File: src/rtl/alu_seq_pkg.sv
// Shared definitions for the sequential ALU lab top: opcodes, FSM states,
// flag layout and the combinational ALU evaluation function.
package alu_seq_pkg;

  localparam int MAX_W = 12;

  localparam logic [5:0] OP_ADD = 6'b100000;
  localparam logic [5:0] OP_SUB = 6'b100010;
  localparam logic [5:0] OP_AND = 6'b100100;
  localparam logic [5:0] OP_OR  = 6'b100101;
  localparam logic [5:0] OP_XOR = 6'b100110;
  localparam logic [5:0] OP_NOR = 6'b100111;
  localparam logic [5:0] OP_SRL = 6'b000010;
  localparam logic [5:0] OP_SRA = 6'b000011;

  localparam int FLAG_ZERO  = 0;
  localparam int FLAG_NEG   = 1;
  localparam int FLAG_CARRY = 2;
  localparam int FLAG_OVF   = 3;

  typedef enum logic [2:0] {
    S_ENTER_A,
    S_ENTER_B,
    S_ENTER_OP,
    S_CALC,
    S_SHOW
  } state_t;

  typedef struct packed {
    logic [3:0]       flags;
    logic [MAX_W-1:0] result;
  } alu_out_t;

  function automatic logic op_valid(input logic [5:0] op);
    case (op)
      OP_ADD, OP_SUB, OP_AND, OP_OR,
      OP_XOR, OP_NOR, OP_SRL, OP_SRA: return 1'b1;
      default:                        return 1'b0;
    endcase
  endfunction

  function automatic logic [3:0] state_tag(input state_t st);
    case (st)
      S_ENTER_A:  return 4'b0001;
      S_ENTER_B:  return 4'b0010;
      S_ENTER_OP: return 4'b0100;
      S_CALC:     return 4'b1000;
      default:    return 4'b0000;
    endcase
  endfunction

  // Evaluates at width w (<= MAX_W); operands and result live in the low w bits.
  function automatic alu_out_t alu_eval(input int w, input logic [MAX_W-1:0] a,
                                        input logic [MAX_W-1:0] b, input logic [5:0] op);
    logic [MAX_W:0]          carry_bit;
    logic [MAX_W-1:0]        mask, msb, a_m, b_m, b_add, res;
    logic [MAX_W:0]          sum;
    logic signed [MAX_W-1:0] a_sx;
    logic                    carry, ovf, sa, sb, sr, big_shift;
    alu_out_t                o;
    carry_bit = {{MAX_W{1'b0}}, 1'b1} << w;
    mask      = carry_bit[MAX_W-1:0] - MAX_W'(1);
    msb       = mask ^ (mask >> 1);
    a_m       = a & mask;
    b_m       = b & mask;
    b_add     = '0;
    sum       = '0;
    res       = '0;
    carry     = 1'b0;
    ovf       = 1'b0;
    big_shift = (32'(b_m) >= 32'(w));
    a_sx      = ((a_m & msb) != '0) ? (a_m | ~mask) : a_m;
    case (op)
      OP_ADD, OP_SUB: begin
        b_add = (op == OP_SUB) ? (~b_m & mask) : b_m;
        sum   = {1'b0, a_m} + {1'b0, b_add} + {{MAX_W{1'b0}}, (op == OP_SUB)};
        res   = sum[MAX_W-1:0] & mask;
        carry = |(sum & carry_bit);
        sa    = (a_m & msb) != '0;
        sb    = (b_add & msb) != '0;
        sr    = (res & msb) != '0;
        ovf   = (sa == sb) && (sr != sa);
      end
      OP_AND:  res = a_m & b_m;
      OP_OR:   res = a_m | b_m;
      OP_XOR:  res = a_m ^ b_m;
      OP_NOR:  res = ~(a_m | b_m) & mask;
      OP_SRL:  res = big_shift ? '0 : (a_m >> b_m);
      OP_SRA:  res = big_shift ? (((a_m & msb) != '0) ? mask : '0)
                               : (MAX_W'(a_sx >>> b_m) & mask);
      default: res = '0;
    endcase
    o.result            = res;
    o.flags[FLAG_ZERO]  = (res == '0);
    o.flags[FLAG_NEG]   = (res & msb) != '0;
    o.flags[FLAG_CARRY] = carry;
    o.flags[FLAG_OVF]   = ovf;
    return o;
  endfunction

endpackage

File: src/rtl/alu_hist_buf.sv
// Result history ring with saturating fill count, a browse offset (0 = newest)
// and a registered read of the currently viewed entry.
module alu_hist_buf #(
  parameter int WIDTH = 12,
  parameter int DEPTH = 4
) (
  input  logic                           i_clk,
  input  logic                           i_rst,
  input  logic                           i_push,
  input  logic [WIDTH-1:0]               i_push_data,
  input  logic                           i_older,
  input  logic                           i_newer,
  output logic [WIDTH-1:0]               o_rd_data,
  output logic [$clog2(DEPTH+1)-1:0]     o_count
);

  localparam int PW = $clog2(DEPTH);
  localparam int CW = $clog2(DEPTH+1);

  logic [WIDTH-1:0] r_mem [DEPTH];
  logic [PW-1:0]    r_wr_ptr, r_view, w_wr_ptr_nxt, w_view_nxt, w_rd_idx;
  logic [CW-1:0]    r_count, w_count_nxt;
  logic [WIDTH-1:0] r_rd_data;

  // NOTE: every always_comb output gets a default first so no latch is inferred.
  always_comb begin
    w_wr_ptr_nxt = r_wr_ptr;
    w_count_nxt  = r_count;
    w_view_nxt   = r_view;
    if (i_push) begin
      w_wr_ptr_nxt = r_wr_ptr + PW'(1);
      if (r_count != CW'(DEPTH)) w_count_nxt = r_count + CW'(1);
      w_view_nxt = '0;
    end else if (i_older) begin
      if (CW'(r_view) + CW'(1) < r_count) w_view_nxt = r_view + PW'(1);
    end else if (i_newer) begin
      if (r_view != '0) w_view_nxt = r_view - PW'(1);
    end
    // Read address follows the post-edge pointer/offset so led tracks in one cycle.
    w_rd_idx = w_wr_ptr_nxt - PW'(1) - w_view_nxt;
  end

  always_ff @(posedge i_clk) begin
    if (i_rst) begin
      r_wr_ptr  <= '0;
      r_count   <= '0;
      r_view    <= '0;
      r_rd_data <= '0;
    end else begin
      r_wr_ptr  <= w_wr_ptr_nxt;
      r_count   <= w_count_nxt;
      r_view    <= w_view_nxt;
      r_rd_data <= i_push ? i_push_data : r_mem[w_rd_idx];
    end
  end

  // NOTE: storage is not reset; r_count alone defines which entries are valid.
  always_ff @(posedge i_clk) begin
    if (i_push) r_mem[r_wr_ptr] <= i_push_data;
  end

  assign o_rd_data = r_rd_data;
  assign o_count   = r_count;

endmodule

File: src/rtl/btn_onepulse.sv
// Button conditioner: two-flop synchroniser followed by a rising-edge
// detector producing a single-cycle pulse per press.
module btn_onepulse (
  input  logic i_clk,
  input  logic i_rst,
  input  logic i_btn,
  output logic o_pulse
);

  logic [1:0] r_sync;
  logic       r_prev;

  // NOTE: clocked state uses non-blocking (<=) so every flop samples pre-edge values.
  always_ff @(posedge i_clk) begin
    if (i_rst) begin
      r_sync <= '0;
      r_prev <= 1'b0;
    end else begin
      r_sync <= {r_sync[0], i_btn};
      r_prev <= r_sync[1];
    end
  end

  assign o_pulse = r_sync[1] & ~r_prev;

endmodule

File: src/rtl/alu_seq_top_basys3.sv
// Basys3 ALU lab top: single-button guided operand/opcode entry, one-cycle
// compute, and a browsable history of results with their flags.
module alu_seq_top_basys3
  import alu_seq_pkg::*;
#(
  parameter int DATA_WIDTH = 8,
  parameter int HIST_DEPTH = 4
) (
  input  logic        clk100,
  input  logic        btnU,
  input  logic [15:0] sw,
  input  logic        btnC,
  input  logic        btnL,
  input  logic        btnR,
  output logic [15:0] led
);

  localparam int EW = DATA_WIDTH + 4;

  logic                            w_pc, w_pl, w_pr;
  state_t                          r_state, w_state_nxt;
  logic [DATA_WIDTH-1:0]           r_a, r_b;
  logic [5:0]                      r_op;
  alu_out_t                        w_alu;
  logic                            w_push, w_older, w_newer;
  logic [EW-1:0]                   w_push_data, w_view;
  logic [$clog2(HIST_DEPTH+1)-1:0] w_hist_count;
  logic                            w_unused;

  btn_onepulse u_pulse_c (.i_clk(clk100), .i_rst(btnU), .i_btn(btnC), .o_pulse(w_pc));
  btn_onepulse u_pulse_l (.i_clk(clk100), .i_rst(btnU), .i_btn(btnL), .o_pulse(w_pl));
  btn_onepulse u_pulse_r (.i_clk(clk100), .i_rst(btnU), .i_btn(btnR), .o_pulse(w_pr));

  always_comb begin
    w_state_nxt = r_state;
    case (r_state)
      S_ENTER_A:  if (w_pc) w_state_nxt = S_ENTER_B;
      S_ENTER_B:  if (w_pc) w_state_nxt = S_ENTER_OP;
                  else if (w_pl) w_state_nxt = S_ENTER_A;
      S_ENTER_OP: if (w_pc) begin
                    if (op_valid(sw[5:0])) w_state_nxt = S_CALC;
                  end else if (w_pl) begin
                    w_state_nxt = S_ENTER_B;
                  end
      S_CALC:     w_state_nxt = S_SHOW;
      S_SHOW:     if (w_pc) w_state_nxt = S_ENTER_A;
      default:    w_state_nxt = S_ENTER_A;
    endcase
  end

  always_ff @(posedge clk100) begin
    if (btnU) begin
      r_state <= S_ENTER_A;
      r_a     <= '0;
      r_b     <= '0;
      r_op    <= '0;
    end else begin
      r_state <= w_state_nxt;
      if (r_state == S_ENTER_A && w_pc) r_a <= sw[DATA_WIDTH-1:0];
      if (r_state == S_ENTER_B && w_pc) r_b <= sw[DATA_WIDTH-1:0];
      if (r_state == S_ENTER_OP && w_pc && op_valid(sw[5:0])) r_op <= sw[5:0];
    end
  end

  assign w_alu       = alu_eval(DATA_WIDTH, MAX_W'(r_a), MAX_W'(r_b), r_op);
  assign w_push      = (r_state == S_CALC) && !btnU;
  assign w_push_data = {w_alu.flags, w_alu.result[DATA_WIDTH-1:0]};
  // Browsing only in SHOW; btnC outranks btnL, which outranks btnR.
  assign w_older     = (r_state == S_SHOW) && w_pl && !w_pc;
  assign w_newer     = (r_state == S_SHOW) && w_pr && !w_pl && !w_pc;

  alu_hist_buf #(.WIDTH(EW), .DEPTH(HIST_DEPTH)) u_hist (
    .i_clk      (clk100),
    .i_rst      (btnU),
    .i_push     (w_push),
    .i_push_data(w_push_data),
    .i_older    (w_older),
    .i_newer    (w_newer),
    .o_rd_data  (w_view),
    .o_count    (w_hist_count)
  );

  always_comb begin
    led = '0;
    if (r_state == S_SHOW) led = {w_view[EW-1 -: 4], 12'(w_view[DATA_WIDTH-1:0])};
    else                   led = {state_tag(r_state), 12'(sw[DATA_WIDTH-1:0])};
  end

  assign w_unused = ^{sw, w_alu};

endmodule

File: config.mk
export PLATFORM = sky130hd
export DESIGN_NAME = alu_seq_top_basys3
export DESIGN_NICKNAME = d
export VERILOG_FILES = /design/src/rtl/alu_seq_pkg.sv /design/src/rtl/alu_hist_buf.sv /design/src/rtl/btn_onepulse.sv /design/src/rtl/alu_seq_top_basys3.sv
export SDC_FILE = /design/constraint.sdc
export NUM_CORES = 1
export LEC_CHECK = 0
export ABC_AREA = 0
export CORE_ASPECT_RATIO = 0.6
export CORE_MARGIN = 2
export CORE_UTILIZATION = 50
export CTS_BUF_LIST = sky130_fd_sc_hd__clkbuf_8 sky130_fd_sc_hd__clkbuf_16
export CTS_CLUSTER_SIZE = 16
export DETAILED_ROUTE_END_ITERATION = 16
export PLACE_DENSITY = 0.81
export SETUP_SLACK_MARGIN = 0.5
export SLEW_MARGIN = 10
export SYNTH_ARGS = -nofsm -noshare
export SYNTH_HDL_FRONTEND = slang
export SYNTH_SLANG_ARGS = --single-unit
export TNS_END_PERCENT = 100
File: constraint.sdc
create_clock -name clk100 -period 7.45 [get_ports clk100]
set_input_delay 2.235 -clock clk100 [delete_from_list [all_inputs] [get_ports clk100]]
set_output_delay 2.235 -clock clk100 [all_outputs]
set_load 0.01 [all_outputs]
==> results.md <==
* Outcome: completed
* PortBufs at 24
* Synth Area in Compound Gates at 16.13%
* Root Buffer: clkbuf_16
* Measured slew at the worst slew-check pin at 0.9945 ns
* WP data required at 5.22 ns
* Synth area leaders: edfxtp_1 22%, dfxtp_1 17%, ha_1 7.3%, mux2i_1 6.4%, nor2_1 4.5%
* Post-CTS setup buffer count at 0
* Clk pin slew, worst setup/hold paths at 0.06 ns
* CP Max Fanout at 6
* Die Area at approximately 13,000 um^2
* Min Clock Period, post-route at 5.861 ns
* Die Wd at 147.0 um
* # rows at 31
* Adder-cell share of the synthesized area at 7.666%
* Rel. slew slack at approximately a third
* Post-synth cell types at 79
* Syn Std Cell Area at 6137 um^2
* CTS max path bufs at 2
* WL per Instance at about 19 um
* Final setup violation count at 0
* Cts-stage hold buffer count at 0
* Standby leakage power at 0.002579 uW
* Largest net degree at the start of global routing at 44
* Setup TNS at 0 ns
* Synthesis-to-layout area growth at 9.133%
* Clock skew at roughly 0.0068 ns
* Filler cell count at roughly 1,000
* Seq/Total Area, Yosys at 38.49%
* DP Wirelength at 11,710 um
* Layout cells sized above 1 at 7.915%
* HP Class: reg -> reg
* Die height at 89.82 um
* Max IR drop VDD at 108.3 uV
* Area occupied by multi-input gates at 3447 um^2
* EDFF count, synth at 44
* Gr usage total at 25.00%
* Ys Warns at 0
* RSZ-0062 raised after global routing: no
* Post-synth top flop: dfxtp_1
* Crit Path Class: in -> out
* Antenna cells at 0
* Vias per inst at around 6.1
* Final wirelength at 15,950 um
* DR iter-0 viols at approximately 520
* TritonCTS clock tree: yes
* Worst-Skew Late Latency at 0.35 ns
* Mux contribution to synthesized area at 10.58%
* Avg Cell Area, Syn at 9.427 um^2
* Async set or reset register ratio after synthesis at 0%
* Starting Density at 51.04%
* Fmax achieved at 170.6 MHz
* Final Instance Area at about 6700 um^2
* Initial antenna violation count at 0
* Pwr/cell area at 155.9 nW/um^2
* Cells after synthesis at between 600 and 700
* Global-route wire length before repair at 25,750 um
* Post-CTS Resized at 0
* Vias in the first global route at 4,691
* GPL Wtd Cong at approximately 0.97
* Post-synth top area share at a little over a fifth
* Placed inst area at 6436 um^2
* Largest family of logic cells by synthesized area: simple AND/OR/NAND/NOR gates
* Crit. End Element: output pin
* DRC at 0
* Core area at 12,020 um^2
* Final Cycle Share at 78.68%
* Final hold vios at 0
* Detail Route Antenna Nets at 0
* Io pins at 37
* Yosys top cell by area: edfxtp_1
* Register bit total from synthesis at 96
* MaxCap Viol Count at 0
* Critical path arrival at 3.63 ns
* Max Slew Vio Count at 0
* Clk sinks at 96
* GRT overflow at 0
* Fin nets at 711
* CTS Buf Count at 9
* Simple-gate portion of the synthesized area at 18.29%
* DR pass1 iterations at 5
* Total number of vias at 5,032
* H-Tree Depth at 3
* FF/Latch Area at 2362 um^2
* Area share of xor/xnor cells in the synthesized design at under 10%
* Critical Path Start Type: primary input
-- where the power goes --
group | switching [uW] | total [uW] | internal [uW]
registers | 9.77 | 563 | 553
clock network | 193 | 417 | 223
logic | 33.3 | 64.0 | 30.8
-- stage by stage --
step,power (uW),hold WS (ns),setup slack [ns],util [%],cells
CTS,1046,0.4576,1.569,55.70,822
finish,1044,0.4514,1.589,55.70,822
detailed placement,637.5,0.4374,1.479,53.53,807
floorplan,611.0,0.4138,2.708,-,654
global route,1076,0.4632,1.347,55.70,822
global placement,635.0,0.4330,1.575,53.53,807
-- critical path, cell delays in order --
cell             delay [ns]
clkdlybuf4s50_1        0.64
mux2_2                 0.22
clkdlybuf4s50_1        0.53
-- flip-flops by register name (all words and copies together) (netlist names) --
signal            cells
u_hist.r_mem         44
u_hist.o_rd_data     11
r_a                   8
r_b                   8
r_op                  6
r_state               3
u_hist.o_count        3
u_hist.r_view         2
u_hist.r_wr_ptr       2
u_pulse_c.r_sync      2
u_pulse_l.r_sync      2
u_pulse_r.r_sync      2
u_pulse_c.r_prev      1
u_pulse_l.r_prev      1
u_pulse_r.r_prev      1
-- cells in the mapped netlist, types with 3 or more instances --
library cell and count:
nor2b_1 21, buf_1 6, a21oi_1 33, a22oi_1 3, nor2_1 74, o21ai_0 27
mux2i_1 39, o311ai_1 4, inv_1 36, edfxtp_1 44, buf_4 5, clkbuf_1 19
xor2_1 6, o32ai_1 3, ha_1 36, o21a_1 4, buf_2 10, and2_1 7
mux4_2 5, mux2_2 13, nand2b_1 12, a31oi_1 3, xnor2_1 15, nand3_1 11
dfxtp_1 52, nand3b_1 4, o311ai_0 3, o22ai_1 5, nand2_1 43, o31ai_1 4
a211oi_1 12, a211o_1 5, a2111oi_0 3, nor3_1 12, o32a_1 7, or3_1 12
-- layout by cell type (no fill, tap or decap), types with 4 or more instances in the layout --
| master | Yosys | final |
|---|---|---|
| a211o_1 | 5 | 5 |
| a211oi_1 | 12 | 12 |
| a21oi_1 | 33 | 33 |
| and2_1 | 7 | 7 |
| buf_4 | 5 | 6 |
| clkbuf_16 | 0 | 9 |
| clkdlybuf4s50_1 | 0 | 24 |
| conb_1 | 1 | 4 |
| dfxtp_1 | 52 | 52 |
| edfxtp_1 | 44 | 44 |
| ha_1 | 36 | 36 |
| inv_1 | 36 | 38 |
| mux2_2 | 13 | 13 |
| mux2i_1 | 39 | 39 |
| mux4_2 | 5 | 5 |
| nand2_1 | 43 | 43 |
| nand2b_1 | 12 | 12 |
| nand3_1 | 11 | 11 |
| nand3b_1 | 4 | 4 |
| nor2_1 | 74 | 74 |
| nor2b_1 | 21 | 21 |
| nor3_1 | 12 | 12 |
| o21a_1 | 4 | 4 |
| o21ai_0 | 27 | 27 |
| o22ai_1 | 5 | 5 |
| o311ai_1 | 4 | 4 |
| o31ai_1 | 4 | 4 |
| o32a_1 | 7 | 7 |
| or3_1 | 12 | 12 |
| xnor2_1 | 15 | 15 |
| xor2_1 | 6 | 6 |
-- routing by layer --
layer  vias up  track usage [%]  wire, um
met2       238            35.52      6772
met5         -                0         0
met4         0            7.131       312
met3        30            6.701      1580
li1       2345                -         -
met1      2419            37.28      7281
-- area by class of cell --
type                    instances  area share (%)
multi-input cells             480           51.47
flip-flops and latches         96           35.27
clock inverters                 6          0.5418
inverters                      36           2.018
repair buffers                 30           4.259
well taps                     165           3.082
clock buffers                   9           3.363
-- kinds of logic after synthesis --
logic type	after synthesis
adder cells (fa/ha/maj)	37
other	1
AO/OA/AOI/OAI	140
multiplexers	57
flip-flops	96
buffers and inverters	78
AND/OR/NAND/NOR	220
XOR/XNOR	22
-- final timing paths --
| check | start | to | slack [ns] | cells past startpoint |
|---|---|---|---|---|
| max | sw[5] | led[5] | 1.59 | 3 |
| min | u_pulse_l.r_sync[0] | u_pulse_l.r_sync[1] | 0.45 | 1 |
| max reg2reg | u_hist.r_view[0] | u_hist.o_rd_data[2] | 2.95 | 16 |
| min reg2reg | u_pulse_l.r_sync[0] | u_pulse_l.r_sync[1] | 0.45 | 1 |
Power figures use the tool's default switching activity.
